**src/rtl/vga_timing_gen.sv**
```systemverilog
// Parameterised VGA raster timing generator: pixel/line counters, sync/blank
// regions with a pixEn-qualified output delay line, and a frame counter.
module vga_timing_gen #(
  parameter int   H_ACTIVE = 800,
  parameter int   H_FP     = 56,
  parameter int   H_SYNC   = 120,
  parameter int   H_BP     = 64,
  parameter int   V_ACTIVE = 600,
  parameter int   V_FP     = 37,
  parameter int   V_SYNC   = 6,
  parameter int   V_BP     = 23,
  parameter logic H_POL    = 1'b0,
  parameter logic V_POL    = 1'b0,
  parameter int   PIPE     = 2,
  parameter int   XW       = 11,
  parameter int   YW       = 10
) (
  input  logic          Clock,
  input  logic          Reset_n,
  input  logic          pixEn,
  output logic          hSync,
  output logic          vSync,
  output logic          blank_n,
  output logic          sync_n,
  output logic [XW-1:0] nextX,
  output logic [YW-1:0] nextY,
  output logic          lineStart,
  output logic          frameStart,
  output logic [7:0]    frameCount
);

  localparam int H_TOT = H_ACTIVE + H_FP + H_SYNC + H_BP;
  localparam int V_TOT = V_ACTIVE + V_FP + V_SYNC + V_BP;
  localparam int XW1   = XW + 1;
  localparam int YW1   = YW + 1;

  // Region bounds are one bit wider than the counters so an end bound equal
  // to 2^XW (or 2^YW) is still representable.
  localparam logic [XW-1:0] H_LAST = XW'(H_TOT - 1);
  localparam logic [YW-1:0] V_LAST = YW'(V_TOT - 1);
  localparam logic [XW:0]   H_VIS  = XW1'(H_ACTIVE);
  localparam logic [XW:0]   HS_BEG = XW1'(H_ACTIVE + H_FP);
  localparam logic [XW:0]   HS_END = XW1'(H_ACTIVE + H_FP + H_SYNC);
  localparam logic [YW:0]   V_VIS  = YW1'(V_ACTIVE);
  localparam logic [YW:0]   VS_BEG = YW1'(V_ACTIVE + V_FP);
  localparam logic [YW:0]   VS_END = YW1'(V_ACTIVE + V_FP + V_SYNC);

  // Delay-line word layout: {hsync region, vsync region, blank_n, sync_n}.
  localparam logic [3:0] FILL = 4'b0001;

  logic [XW-1:0] h_count;
  logic [YW-1:0] v_count;
  logic [7:0]    frame_count;
  logic [XW:0]   h_ext;
  logic [YW:0]   v_ext;
  logic          h_region;
  logic          v_region;
  logic [3:0]    raw;
  logic [3:0]    dly;

  always_ff @(posedge Clock or negedge Reset_n) begin
    if (!Reset_n) begin
      h_count     <= '0;
      v_count     <= '0;
      frame_count <= '0;
    end else if (pixEn) begin
      if (h_count == H_LAST) begin
        h_count <= '0;
        if (v_count == V_LAST) begin
          v_count     <= '0;
          frame_count <= frame_count + 8'd1;
        end else begin
          v_count <= v_count + 1'b1;
        end
      end else begin
        h_count <= h_count + 1'b1;
      end
    end
  end

  always_comb begin
    h_ext    = {1'b0, h_count};
    v_ext    = {1'b0, v_count};
    h_region = (h_ext >= HS_BEG) && (h_ext < HS_END);
    v_region = (v_ext >= VS_BEG) && (v_ext < VS_END);
    raw      = {h_region, v_region, (h_ext < H_VIS) && (v_ext < V_VIS), ~(h_region | v_region)};
  end

  generate
    if (PIPE == 0) begin : g_direct
      assign dly = raw;
    end else begin : g_pipe
      logic [3:0] stage [PIPE];

      always_ff @(posedge Clock or negedge Reset_n) begin
        if (!Reset_n) begin
          for (int i = 0; i < PIPE; i++) stage[i] <= FILL;
        end else if (pixEn) begin
          stage[0] <= raw;
          for (int i = 1; i < PIPE; i++) stage[i] <= stage[i-1];
        end
      end

      assign dly = stage[PIPE-1];
    end
  endgenerate

  assign hSync      = dly[3] ? H_POL : ~H_POL;
  assign vSync      = dly[2] ? V_POL : ~V_POL;
  assign blank_n    = dly[1];
  assign sync_n     = dly[0];
  assign nextX      = (h_ext < H_VIS) ? h_count : '0;
  assign nextY      = (v_ext < V_VIS) ? v_count : '0;
  assign lineStart  = pixEn && (h_count == '0);
  assign frameStart = lineStart && (v_count == '0);
  assign frameCount = frame_count;

endmodule

```
**config.mk**
```make
export PLATFORM = sky130hd
export DESIGN_NAME = vga_timing_gen
export DESIGN_NICKNAME = d
export VERILOG_FILES = /design/src/rtl/vga_timing_gen.sv
export SDC_FILE = /design/constraint.sdc
export NUM_CORES = 1
export LEC_CHECK = 0
export CORE_UTILIZATION = 56
export DETAILED_ROUTE_END_ITERATION = 12
export PLACE_DENSITY = 0.9
export RECOVER_POWER = 100
export SKIP_LAST_GASP = 1
export SYNTH_ARGS = -nofsm -noshare
export SYNTH_HDL_FRONTEND = slang
export SYNTH_SLANG_ARGS = --single-unit
```
**constraint.sdc**
```tcl
create_clock -name Clock -period 5.65 [get_ports Clock]
set_input_delay 0.565 -clock Clock [delete_from_list [all_inputs] [get_ports Clock]]
set_output_delay 0.565 -clock Clock [all_outputs]
set_load 0.01 [all_outputs]
```
==> results by group, run 1 <==
Outcome
  • Outcome: complete, but fails checks
  • Failing checks: capacitance limit, slew limit

Pwr
  • Pleak: 1.11 nW
  • Worst vdd ir: between 0.00015 and 0.0002 V
  • Power Dens Cells: 250 mW/mm²

Floorplanning
  • Die Area: around 0.0041 mm²
  • CORE AREA: 0.00366 mm²
  • Count of boundary I/O pins: 38
  • Chip Width: ~64 µm
  • Starting Density: approximately 59%
  • Site Rows: 22
  • Die Span Y: 63.9 µm

CTS
  • Post-CTS Resized: 0
  • CTS tree: built
  • CTS root buf: clkbuf_8
  • Hold-fix buffers, CTS: 0
  • Postcts setup bufs: 0
  • Worst skew pair latency: 0.30 ns
  • H-tree depth: 2
  • Max clock buf depth: 2
  • CTS Buf Count: 5
  • TritonCTS sink count: 37
  • Reg clk slew, reported paths: about 0.070 ns

Drt
  • Avg WL per Cell: roughly 14 µm
  • DRC violations left: 0
  • DR vias/cell: 5.64
  • Via Count: between 1500 and 2000
  • ANT nets after route: 0
  • Post-Route WL: 4.18 mm
  • Drt pass-1 iters: 4
  • Iteration-0 DRC count of the detailed router: 100

Placement
  • Post-placement cell count: between 200 and 300
  • PortBufs: 36
  • Gpl congestion: about 0.86
  • Final HPWL from detailed placement: 2.86 mm

STA
  • Unrepaired setup endpoints after global routing: false
  • Crit share post-route: between 60% and 70%
  • Final Max Slew Viols: 38
  • Final Hold Fails: 0
  • Setup tns final: 0 ns
  • Slew HR: -26.7%
  • Final Skew: 0.00605 ns
  • Setup Viol. Count Final: 0
  • Fmax: 284 MHz
  • Tightest Pin Transition: 1.90 ns
  • Crit path time final: between 3 and 4 ns

Worst hold path
  • Hold path endpoint: frameCount[7]
  • Hold Path Stages: 1
  • Hold Startpoint: frameCount[7]
  • Hold crit path type: reg2reg

Setup path
  • CP arrival: 2.95 ns
  • R2R Path End: v_count[7]
  • Critical-path cell list: dlygate4sd3_1 > nor2b_1 > nand3_1 > nor4_1 > and3_1 > dlygate4sd3_1
  • Reg2reg path depth: 4
  • R2R Setup Slk: slightly above 3 ns
  • Cell mode on critical path: dlygate4sd3_1
  • Crit Path Max Fanout: 22
  • Crit end category: output port
  • Slowest CP cell: dlygate4sd3_1
  • Startpoint Class: primary input
  • Max incr delay on CP: ~0.97 ns
  • Reg-to-reg critical path startpoint: h_count[7]
  • Worst Setup Path Type: in2out
  • Worst path required time: around 5.1 ns

Cells and area
  • Final Non-Filler Cells: 300
  • Antenna Cells: 0
  • Final core utilization: a little over two thirds
  • Layout area overhead: 18.4%
  • Net count reported at finish: 261
  • Share of layout cells above drive strength 1: roughly 7%
  • Fill cells: approximately 300

Yosys
  • Most common cell in the netlist: dfrtp_1
  • Total number of yosys warnings: 0
  • FFs w/ async S/R, synth: between 90% and 100%
  • Count of different cell masters after synthesis: 47
  • Largest cells by area after synthesis: dfrtp_1 41%, and2_1 5.8%, ha_1 4.1%
  • Syn_nets: approximately 230
  • Gate count of the mapped netlist: about 220
  • Cell accounting for the most synthesized area: dfrtp_1
  • Synth top area share: 40.8%
  • Netlist Area Pre-Place: ~0.0021 mm²
  • Flop and latch count out of synthesis: 37
  • Commonest cells in the netlist: 35 x dfrtp_1, 20 x and2_1, 19 x nand2_1
  • Syn Area/Cell: about 9.7 µm²
  • Register area share after synthesis: approximately 43%
  • Post-synth EDFFs: 0
  • Post-synth top flop: dfrtp_1

Global route
  • Total track usage: between 20% and 30%
  • GR Overflow Total: 0
  • Antenna violations before repair: 0
  • Vias in the first global route: around 1500
  • Pin count of the biggest net entering global routing: 38
  • First-pass GRT wire length: a little over 7 mm

Job
  • Max Cap Viol: 1
[kinds of logic (layout without fill, tap and decap cells)]
group,Yosys count,count (layout),synth area share [%]
mux,5,5,2.62
buf+inv,26,57,6.29
fa+ha+maj,7,7,4.08
simple gates,100,100,27.9
xor+xnor,16,16,6.53
other cells,1,1,0.175
flops,37,37,43.2
compound gates,29,29,9.15
[report_power, final]
group / switching (mW) / leakage, nW / internal [mW] / total, mW
registers: 0.0345 / 0.480 / 0.283 / 0.318
clock network: 0.0924 / 0.0542 / 0.110 / 0.203
logic: 0.0531 / 0.580 / 0.0627 / 0.116
[metal layers]
layer | vias up | track usage (%) | wire length [µm]
met1 | 821 | 32.5 | 2010
met4 | 0 | 9.94 | 79
met5 | - | 0 | 0
met2 | 35 | 33.6 | 1920
li1 | 827 | - | -
met3 | 8 | 6.96 | 177
[final cells by class]
class / count / area, µm² / area share (%)
clock buffers: 7 / 96.3 / 3.79
clock inverters: 1 / 5.00 / 0.197
inverters: 12 / 45.0 / 1.77
multi-input cells: 158 / 1040 / 41.0
flip-flops and latches: 37 / 928 / 36.5
well taps: 48 / 60.1 / 2.36
repair buffers: 37 / 364 / 14.3
[critical path: cells and delay by family]
kind          cells  cell delay [ns]
buf+inv           2             1.58
simple gates      4             0.81
[registers in the layout, indices dropped and copies added, names as in the netlist]
signal	cells
h_count	11
v_count	10
frameCount	8
dly	4
g_pipe.stage	4
[stage by stage]
stage / cell area, µm² / hold slack (ns) / setup WS [ns] / power [mW]
after floorplan: 2150 / 0.269 / 3.20 / 0.385
after global placement: 2480 / 0.456 / 2.28 / 0.437
after detailed placement: 2480 / 0.466 / 2.23 / 0.441
after CTS: 2590 / 0.478 / 2.24 / 0.644
after global routing: 2540 / 0.510 / 1.91 / 0.673
final: 2540 / 0.471 / 2.13 / 0.636
[layout by cell type (no fill, tap or decap), types with 2 or more instances in the layout]
master,synthesis,final
dfrtp_1,35,35
nand2_1,19,19
dlygate4sd3_1,0,19
and2_0,0,18
clkdlybuf4s50_1,0,17
inv_1,12,12
nand3_1,10,10
o21ai_0,10,10
xnor2_1,9,9
nor2_1,8,8
nor4_1,4,7
nor3_1,6,7
xor2_1,7,7
ha_1,7,7
clkbuf_8,0,7
or3_1,5,6
nor2b_1,5,5
nand4_1,5,5
mux2_2,5,5
a21oi_1,3,3
and3_1,3,3
and2_1,20,2
nor4b_1,2,2
nand2b_1,2,2
o2111ai_1,2,2
and4_1,2,2
a22o_1,2,2
a41oi_1,2,2
a31oi_1,2,2
dfstp_2,2,2
[how the worst max path moves through the flow]
stage	startpoint	endpoint	slack (ns)	cells past startpoint
after floorplan	h_count[7]	frameStart	3.20	5
after global placement	pixEn	frameStart	2.28	6
after detailed placement	pixEn	frameStart	2.23	6
after CTS	pixEn	frameStart	2.24	6
after global routing	pixEn	frameStart	1.91	6
final	pixEn	frameStart	2.13	6
Power figures use the tool's default switching activity.
==> run 2, diff against run 1 <==
Settings changed: CORE_UTILIZATION 56 to 47, PLACE_DENSITY 0.9 to 0.81.
Clock period 5.65 ns to 2.86 ns, I/O delays scaled along.
==> run 2 against run 1 <==
Against the previous run:
- the run still ends with capacitance limit, slew limit left
- hold slack worse by 0.0041 ns
- clock power is 97% higher
- critical path depth is 2 lower
- setup slack worse by 2.0 ns
- largest cell class unchanged
- largest power group unchanged
- combinational power is 92% higher
- sequential power is 97% higher
- non-clock buffer count is 4 higher
- register-to-register slack worse by 2.5 ns
- cell count is 2.7% higher
==> results by group, run 2 (synthesized netlist as in run 1, its figures left out) <==
STA
  • Crit share post-route: ~96%
  • Setup Viol. Count Final: 0 (unchanged)
  • Slew HR: -31.4% (-4.6 points)
  • Crit path time final: 2.74 ns
  • Setup tns final: 0 ns (unchanged)
  • Tightest Pin Transition: 1.97 ns (+0.0696 ns)
  • Hold slack: 0.467 ns (-0.00410 ns)
  • Final Hold Fails: 0 (unchanged)
  • Final Skew: 0.00504 ns (-0.00101 ns)
  • Unrepaired setup endpoints after global routing: false
  • Fmax: around 360 MHz
  • Final Max Slew Viols: 38 (unchanged)

Cells and area
  • Net count reported at finish: 265 (+1.5%)
  • Most frequent cells in the layout: 35 x dfrtp_1, 30 x dlygate4sd3_1, 19 x and2_1, 19 x nand2_1, 12 x inv_1
  • Commonest non-fill, non-tap cell in the layout: dfrtp_1
  • Layout area overhead: 20.1%
  • Final core utilization: 58.8% (-11 points)
  • Most flops, register: h_count
  • Fill cells: 382 (+29%)
  • Largest register FFs: 11 (unchanged)
  • Share of layout cells above drive strength 1: 8.59% (+1.5 points)
  • Antenna Cells: 0 (unchanged)

CTS
  • CTS tree: built
  • Worst skew pair latency: 0.29 ns (about the same)
  • Reg clk slew, reported paths: 0.07 ns (about the same)
  • TritonCTS sink count: 37 (unchanged)
  • Max clock buf depth: 2 (unchanged)
  • CTS root buf: clkbuf_8
  • Post-CTS Resized: 0 (unchanged)
  • Hold-fix buffers, CTS: 0 (unchanged)
  • Postcts setup bufs: 0 (unchanged)
  • H-tree depth: 2 (unchanged)
  • CTS Buf Count: 5 (unchanged)

Floorplanning
  • Die Span Y: 69.6 µm (+8.9%)
  • Count of boundary I/O pins: 38 (unchanged)
  • Chip Width: 69.6 µm (+8.9%)
  • Site Rows: 24 (+9.1%)
  • Starting Density: 49.0% (-9.7 points)
  • CORE AREA: 0.00438 mm² (+20%)
  • Die Area: 0.00484 mm² (+19%)

Pwr
  • Pleak: 1.17 nW (+5.1%)
  • Power Dens Cells: 485 mW/mm² (+94%)
  • Worst vdd ir: 0.000257 V (+29%)

Global route
  • Pin count of the biggest net entering global routing: 38 (unchanged)
  • Vias in the first global route: 1626 (+8.3%)
  • Antenna violations before repair: 0 (unchanged)
  • Total track usage: 20.3% (-3.0 points)
  • First-pass GRT wire length: 7.77 mm (+8.5%)
  • GR Overflow Total: 0 (unchanged)

Drt
  • Drt pass-1 iters: 4 (unchanged)
  • ANT nets after route: 0 (unchanged)
  • Post-Route WL: 4.47 mm (+6.9%)
  • Via Count: 1702 (+0.65%)
  • Iteration-0 DRC count of the detailed router: 158 (+58%)
  • DRC violations left: 0 (unchanged)
  • Avg WL per Cell: 14.5 µm (+4.2%)
  • DR vias/cell: 5.53 (-2.0%)

Worst hold path
  • Hold crit path type: reg2reg
  • Hold Path Stages: 1 (unchanged)
  • Hold Startpoint: frameCount[7]
  • Hold path endpoint: frameCount[7]

Setup path
  • Reg2reg path depth: 4 (unchanged)
  • Crit end category: output port
  • Crit Path Max Fanout: 9 (-59%)
  • Startpoint Class: flop
  • Worst Setup Path Type: reg2out
  • CP arrival: 2.46 ns (-0.49 ns)
  • Worst path required time: 2.57 ns (-2.52 ns)
  • R2R Path End: v_count[5]
  • Reg-to-reg critical path startpoint: h_count[7]
  • R2R Setup Slk: 0.57 ns (-2.51 ns)

Placement
  • PortBufs: 36 (unchanged)
  • Final HPWL from detailed placement: 3.02 mm (+5.6%)
  • Gpl congestion: 0.856 (-0.50%)

Outcome
  • Outcome: complete, but fails checks
  • Failing checks: capacitance limit, slew limit

Job
  • Max Cap Viol: 1 (unchanged)
## run 2: cell count changes in the layout (fill, tap and decap cells not counted), sizes merged
cell           delta
clkbuf            +3
buf               +1
dlygate4sd3      +11
clkdlybuf4s50    -11
## run 2: through the flow
step	total power, mW	worst slack (ns)	cells	area, µm²
2_1_floorplan	0.760	0.588	221	2150
3_3_place_gp	0.871	0.473	300	2520
3_5_place_dp	0.875	0.413	300	2520
4_1_cts	1.28	0.0910	308	2620
5_1_grt	1.32	0.0427	308	2580
6_report	1.25	0.116	308	2580
## run 2: cell type report
type	instances	area, µm²	share of cell area, %
Tap cell	52	65.1	2.52
Clock buffer	7	96.3	3.74
Inverter	12	45.0	1.75
Multi-Input combinational cell	158	1060	41.0
Clock inverter	1	5.00	0.194
Timing Repair Buffer	41	383	14.8
Sequential cell	37	928	36.0
## run 2: worst max-delay path by stage
stage                           from    endpoint  slack (ns)
final                     h_count[7]  frameStart        0.12
after global routing      h_count[7]  frameStart        0.04
after CTS                 h_count[7]  frameStart        0.09
after detailed placement  h_count[7]  frameStart        0.41
after global placement    h_count[7]  frameStart        0.47
after floorplan           h_count[7]  v_count[5]        0.59
## run 2: worst max-delay path: stages, from the launching register on
cell and delay, ns:
dfrtp_1 0.47, or4_4 0.62, nor4_1 0.34, and3_1 0.21
clkdlybuf4s50_1 0.53
## run 2: layer usage
layer	vias up	part of all wire, %	global-route usage, %
met5	-	0	0
met4	0	1.7	9.75
met3	9	5.3	4.51
met2	55	47	30.4
met1	805	46	27.9
li1	833	-	-
## run 2: power by group
part | switching (mW) | internal [mW]
sequential | 0.0689 | 0.560
combinational | 0.106 | 0.117
clock | 0.182 | 0.218
